<file path="src/rtl/iob_gpio_irq.sv">
// rtl/iob_gpio_irq.sv - GPIO peripheral on the IOb native bus with debounced inputs and edge interrupts
module iob_gpio_irq #(
  parameter int GPIO_W      = 32,
  parameter int DATA_W      = 32,
  parameter int ADDR_W      = 4,
  parameter int SYNC_STAGES = 2,
  parameter int DEBOUNCE_W  = 8
) (
  input  logic                  clk,
  input  logic                  rst,
  input  logic                  valid,
  input  logic [ADDR_W-1:0]     address,
  input  logic [DATA_W-1:0]     wdata,
  input  logic [DATA_W/8-1:0]   wstrb,
  output logic [DATA_W-1:0]     rdata,
  output logic                  ready,
  input  logic [GPIO_W-1:0]     gpio_input,
  output logic [GPIO_W-1:0]     gpio_output,
  output logic [GPIO_W-1:0]     gpio_output_enable,
  output logic                  irq
);

  localparam logic [ADDR_W-1:0] A_INPUT  = ADDR_W'(0);
  localparam logic [ADDR_W-1:0] A_OUT    = ADDR_W'(1);
  localparam logic [ADDR_W-1:0] A_OE     = ADDR_W'(2);
  localparam logic [ADDR_W-1:0] A_IEN    = ADDR_W'(3);
  localparam logic [ADDR_W-1:0] A_IRISE  = ADDR_W'(4);
  localparam logic [ADDR_W-1:0] A_IFALL  = ADDR_W'(5);
  localparam logic [ADDR_W-1:0] A_STATUS = ADDR_W'(6);
  localparam logic [ADDR_W-1:0] A_DEB    = ADDR_W'(7);
  localparam logic [ADDR_W-1:0] A_SET    = ADDR_W'(8);
  localparam logic [ADDR_W-1:0] A_CLR    = ADDR_W'(9);

  logic [GPIO_W-1:0] out_q, out_d, oe_q, oe_d, ien_q, ien_d;
  logic [GPIO_W-1:0] irise_q, irise_d, ifall_q, ifall_d, status_q, status_d;
  logic [GPIO_W-1:0] samp_q, samp_d, deb_q, deb_d, prev_q, prev_d;
  logic [SYNC_STAGES-1:0][GPIO_W-1:0] sync_q, sync_d;
  logic [DEBOUNCE_W-1:0] period_q, period_d, cnt_q, cnt_d;
  logic [DATA_W-1:0] rdata_q, rdata_d;
  logic              ready_q, ready_d;

  logic [DATA_W-1:0] bmask;
  logic [GPIO_W-1:0] wsel, gmask, w1c, set, stable, sync_last;
  logic              we, re, cnt_clr;

  function automatic logic [DATA_W-1:0] zx_g(input logic [GPIO_W-1:0] v);
    zx_g = '0;
    zx_g[GPIO_W-1:0] = v;
  endfunction

  function automatic logic [DATA_W-1:0] zx_d(input logic [DEBOUNCE_W-1:0] v);
    zx_d = '0;
    zx_d[DEBOUNCE_W-1:0] = v;
  endfunction

  always_comb begin
    for (int b = 0; b < DATA_W/8; b++) bmask[8*b +: 8] = {8{wstrb[b]}};
    gmask     = bmask[GPIO_W-1:0];
    wsel      = wdata[GPIO_W-1:0] & gmask;
    we        = valid & (|wstrb);
    re        = valid & ~(|wstrb);
    out_d     = out_q;
    oe_d      = oe_q;
    ien_d     = ien_q;
    irise_d   = irise_q;
    ifall_d   = ifall_q;
    period_d  = period_q;
    w1c       = '0;
    cnt_clr   = 1'b0;
    if (we) begin
      case (address)
        A_OUT:    out_d   = (out_q & ~gmask) | wsel;
        A_OE:     oe_d    = (oe_q & ~gmask) | wsel;
        A_IEN:    ien_d   = (ien_q & ~gmask) | wsel;
        A_IRISE:  irise_d = (irise_q & ~gmask) | wsel;
        A_IFALL:  ifall_d = (ifall_q & ~gmask) | wsel;
        A_STATUS: w1c     = wsel;
        A_DEB: begin
          period_d = (period_q & ~bmask[DEBOUNCE_W-1:0]) |
                     (wdata[DEBOUNCE_W-1:0] & bmask[DEBOUNCE_W-1:0]);
          cnt_clr  = 1'b1;
        end
        A_SET:    out_d   = out_q | wsel;
        A_CLR:    out_d   = out_q & ~wsel;
        default:  ;
      endcase
    end

    sync_d    = {sync_q[SYNC_STAGES-2:0], gpio_input};
    sync_last = sync_q[SYNC_STAGES-1];

    // A pin only moves deb when it matched at two consecutive ticks.
    samp_d = samp_q;
    deb_d  = deb_q;
    stable = ~(sync_last ^ samp_q);
    cnt_d  = '0;
    if (period_q == '0) begin
      deb_d = sync_last;
    end else if (cnt_q == period_q) begin
      samp_d = sync_last;
      deb_d  = (deb_q & ~stable) | (sync_last & stable);
    end else begin
      cnt_d = cnt_q + 1'b1;
    end
    if (cnt_clr) cnt_d = '0;

    prev_d   = deb_q;
    set      = (deb_q & ~prev_q & irise_q) | (~deb_q & prev_q & ifall_q);
    status_d = (status_q & ~w1c) | set;

    rdata_d = '0;
    if (re) begin
      case (address)
        A_INPUT:  rdata_d = zx_g(deb_q);
        A_OUT:    rdata_d = zx_g(out_q);
        A_OE:     rdata_d = zx_g(oe_q);
        A_IEN:    rdata_d = zx_g(ien_q);
        A_IRISE:  rdata_d = zx_g(irise_q);
        A_IFALL:  rdata_d = zx_g(ifall_q);
        A_STATUS: rdata_d = zx_g(status_q);
        A_DEB:    rdata_d = zx_d(period_q);
        default:  rdata_d = '0;
      endcase
    end
    ready_d = valid;
  end

  always_ff @(posedge clk or posedge rst) begin
    if (rst) begin
      out_q    <= '0;
      oe_q     <= '0;
      ien_q    <= '0;
      irise_q  <= '0;
      ifall_q  <= '0;
      status_q <= '0;
      samp_q   <= '0;
      deb_q    <= '0;
      prev_q   <= '0;
      sync_q   <= '0;
      period_q <= '0;
      cnt_q    <= '0;
      rdata_q  <= '0;
      ready_q  <= 1'b0;
    end else begin
      out_q    <= out_d;
      oe_q     <= oe_d;
      ien_q    <= ien_d;
      irise_q  <= irise_d;
      ifall_q  <= ifall_d;
      status_q <= status_d;
      samp_q   <= samp_d;
      deb_q    <= deb_d;
      prev_q   <= prev_d;
      sync_q   <= sync_d;
      period_q <= period_d;
      cnt_q    <= cnt_d;
      rdata_q  <= rdata_d;
      ready_q  <= ready_d;
    end
  end

  assign rdata              = rdata_q;
  assign ready              = ready_q;
  assign gpio_output        = out_q;
  assign gpio_output_enable = oe_q;
  assign irq                = |(status_q & ien_q);

endmodule

</file>
<file path="config.mk">
export PLATFORM = sky130hd
export DESIGN_NAME = iob_gpio_irq
export DESIGN_NICKNAME = d
export VERILOG_FILES = /design/src/rtl/iob_gpio_irq.sv
export SDC_FILE = /design/constraint.sdc
export NUM_CORES = 1
export LEC_CHECK = 0
export ABC_AREA = 1
export ABC_CLOCK_PERIOD_IN_PS = 22900
export BUFFER_PORTS_ARGS = -buffer_cell sky130_fd_sc_hd__clkbuf_2
export CELL_PAD_IN_SITES_DETAIL_PLACEMENT = 0
export CELL_PAD_IN_SITES_GLOBAL_PLACEMENT = 1
export CORE_MARGIN = 1.5
export CORE_UTILIZATION = 48
export CTS_CLUSTER_DIAMETER = 40
export CTS_CLUSTER_SIZE = 14
export DETAILED_ROUTE_END_ITERATION = 10
export HOLD_SLACK_MARGIN = 0.15
export PLACE_DENSITY_LB_ADDON = 0.1
export SKIP_CTS_REPAIR_TIMING = 1
export SYNTH_ARGS = -nofsm -noshare
export SYNTH_HDL_FRONTEND = slang
export SYNTH_SLANG_ARGS = --single-unit
</file>
<file path="constraint.sdc">
create_clock -name clk -period 22.9 [get_ports clk]
set_input_delay 4.58 -clock clk [delete_from_list [all_inputs] [get_ports clk]]
set_output_delay 4.58 -clock clk [all_outputs]
set_load 0.005 [all_outputs]
</file>
==> flow_summary.yaml <==
power:
  ir_drop_uv: 85.6
  power_frac_comb_pct: 18.1
  leakage_nw: 10.8
  power.share.clock_pct: 38.3
  power_switching_share_pct: 32.0
  total_power_draw_mw: 2.30
  seq_power_share_pct: 43.7
  net-switching-power_mw: 0.734
  cellInternalPower_mw: 1.56
  power.density_nw_per_um2: 110
placed_design:
  hpwl_detailed_mm: 33.5
  place.port_buffers: 172
  preCtsSetupSlack_ns: 16.01
  routabilityCongestion: 0.890
die:
  fp-row-count: 70
  ios: 173
  width_of_the_die_um: 196
  vertical_extent_of_the_die_um: 196
  start_util_pct: 48.8
  dieArea_um2: 38300
  core-area_um2: 36500
synthesis:
  combinational_family_with_the_most_area_after_synthesis: "simple AND/OR/NAND/NOR gates"
  synthTopCellsByArea: "sky130_fd_sc_hd__dfrtp_1 56%, sky130_fd_sc_hd__nand2_1 17%, sky130_fd_sc_hd__o21ai_0 5.7%"
  ffs_w_async_s_r_synth_pct: 100
  synth.mux.area_fraction_pct: 0
  mappedNetlistNets: 2264
  synth_ff_type: "sky130_fd_sc_hd__dfrtp_1"
  synth_seq_cells: 401
  post-synth-top-area-cell: "sky130_fd_sc_hd__dfrtp_1"
  synth_adder_area_share_pct: 0.0703
  post-synth-top-count-cell: "sky130_fd_sc_hd__nand2_1"
  synth_cells: 2188
  synth.cells.most_frequent: "825 x sky130_fd_sc_hd__nand2_1, 401 x sky130_fd_sc_hd__dfrtp_1, 204 x sky130_fd_sc_hd__o21ai_0, 178 x sky130_fd_sc_hd__inv_1, 144 x sky130_fd_sc_hd__nor2_1"
  yosys.area_share.xor_xnor_pct: 0.492
  ys_types: 34
  synth_edf_count: 0
  synth.yosys.warnings: 0
  synth_simple_gate_area_share_pct: 24.8
  synth_area_per_cell_um2: 8.14
  synth_area_um2: 17800
  synth-seq-area-share_pct: 56.4
  synthesized_area_fraction_occupied_by_ao_oa_aoi_and_oai_cells_pct: 12.1
  netlist.area_leader.share_pct: 56.4
setup_path:
  cpMostUsedCell: "sky130_fd_sc_hd__nand2_1"
  crit_required_ns: 18.32
  timing.critical_path.arrival_ns: 1.97
  worst-path-buf-inv: 1
  worstSetupStartpointType: "flip-flop"
  path_delay_family: "simple AND/OR/NAND/NOR gates"
  critical_path.max_stage_delay_ns: 0.40
  r2r_slack_ns: 20.07
  critPathSlowestCell: "sky130_fd_sc_hd__dfrtp_1"
  timing.critical_path.cells: "nand2_1 -> o21ai_0 -> a21oi_1 -> nand3_1 -> nor2_1 -> nand2_1 -> clkbuf_2"
  crit_fanout: 3
  critPathCaptureType: "output pin"
  crit_type: "reg2out"
run_status:
  run_status: "complete, no violations"
final_layout:
  ff_latch_area_um2: 10000
  fillerInstances: 3380
  layout-area-overhead-vs-synth_pct: 17.5
  nNetsFinal: 2422
  antennaDiodeCount: 0
  multi_input_comb_area_um2: 6690
  final_layout_size_suffix_gt1_share_pct: 13.0
clock_tree:
  clock_insertion_delay_worst_skew_ns: 0.59
  cts_made_buffers: 55
  cts.path.max_buffers: 3
  cts_sinks: 401
  cts_tree: "yes"
  cts_root_buf: "sky130_fd_sc_hd__clkbuf_16"
  path_clk_slew_ns: 0.05
  htree_levels: 2
sta:
  drv_slew: 0
  setup_total_negative_slack_ns: 0
  final.setup_skew_ns: 0.0177
  fmax_mhz: 153
  grt_setup_unrepaired: "false"
  post-route-period-util_pct: 28.6
  timing_hold_violations_final: 0
  timing_worst_slew_pin_value_ns: 1.04
  finalWorstSetupSlack_ns: 16.35
  max-slew-margin-rel_pct: 30.5
  setup_violations: 0
  finalWorstPathRequiredPeriod_ns: 6.55
detailed_routing:
  dr.first_iter.drc_count: 1215
  postRouteAntennaNets: 0
  drt_first_pass_iters: 5
  post_route_drc_violation_count: 0
  routed_wl_mm: 50.8
  wire_per_inst_um: 17.8
  route.vias.total: 15000
  via_per_inst: 5.24
global_routing:
  initial_antenna_violation_count: 0
  grt_pass1_vias: 14000
  grt_start_max_net_pins: 172
  tot_gr_track_use_pct: 27.1
  grt_pass1_wl_mm: 79.8
  overflow: 0
worst_hold_path:
  worstHoldPathType: "reg2reg"
job:
  maxcap_viol_count: 0
cells in the final DEF, fill, tap and decap left out, types with 11 or more instances in the layout:
master                        n
sky130_fd_sc_hd__nand2_1    825
sky130_fd_sc_hd__dfrtp_1    401
sky130_fd_sc_hd__o21ai_0    204
sky130_fd_sc_hd__inv_1      176
sky130_fd_sc_hd__clkbuf_2   172
sky130_fd_sc_hd__nor2_1     142
sky130_fd_sc_hd__nand3_1     81
sky130_fd_sc_hd__o21ai_1     75
sky130_fd_sc_hd__clkbuf_16   57
sky130_fd_sc_hd__a21oi_1     49
sky130_fd_sc_hd__nor3_1      23
sky130_fd_sc_hd__o31ai_1     22
sky130_fd_sc_hd__o211ai_1    16
sky130_fd_sc_hd__buf_4       15
sky130_fd_sc_hd__nand3b_1    13
sky130_fd_sc_hd__a31oi_1     13
sky130_fd_sc_hd__o22ai_1     11
through the flow:
step | area, um2 | instances | hold slack (ns) | utilization, %
6_report | 20900 | 2856 | 0.346 | 57.3
5_1_grt | 20900 | 2856 | 0.352 | 57.3
4_1_cts | 20900 | 2856 | 0.349 | 57.3
3_5_place_dp | 19000 | 2757 | 0.335 | 52.0
3_3_place_gp | 19000 | 2757 | 0.333 | 52.0
2_1_floorplan | 17800 | 2188 | 0.331 | -
power groups by stage:
stage / registers (mW) / clock network (mW) / logic, mW
2_1_floorplan: 0.964 / 0 / 0.309
3_3_place_gp: 1.01 / 0 / 0.409
3_5_place_dp: 1.01 / 0 / 0.418
4_1_cts: 0.999 / 0.896 / 0.420
5_1_grt: 1.02 / 0.928 / 0.484
6_report: 1.00 / 0.879 / 0.415
worst paths after layout:
| kind | start | end | cells after the start |
|---|---|---|---|
| worst min-delay path | sync_d[53] | sync_last[21] | 0 |
| worst min register to register | sync_d[53] | sync_last[21] | 0 |
| min in group asynchronous | rst | sync_d[39] | 2 |
| max in group asynchronous | rst | async pin | 4 |
| worst max-delay path | status_q[15] | irq | 7 |
| worst max register to register | flip-flop | samp_q[31] | 9 |
kinds of logic after synthesis:
logic type,after synthesis
and+or+nand+nor,1105
DFF,401
AOI/OAI and AO/OA,398
buffers and inverters,273
xor gates and xnor gates,10
adders and majority gates,1
metal layers:
metal  vias to the layer above  share of wire, %  track usage (%)  routed length (um)
met2                       491                46             42.4               23400
li1                       7320                 -                -                   -
met4                         0               2.9             10.2                1470
met1                      7063                45             38.0               22900
met5                         -                 0                0                   0
met3                        98               6.1             4.54                3100
area by class of cell:
cell class              count  share of cell area [%]
clock buffers              65                    7.15
clock inverters            34                    1.99
inverters                 186                    3.39
multi-input cells        1514                    32.0
flip-flops and latches    401                    48.0
well taps                 468                    2.80
repair buffers            188                    4.75
No activity file was read; power rests on OpenSTA's default activity.
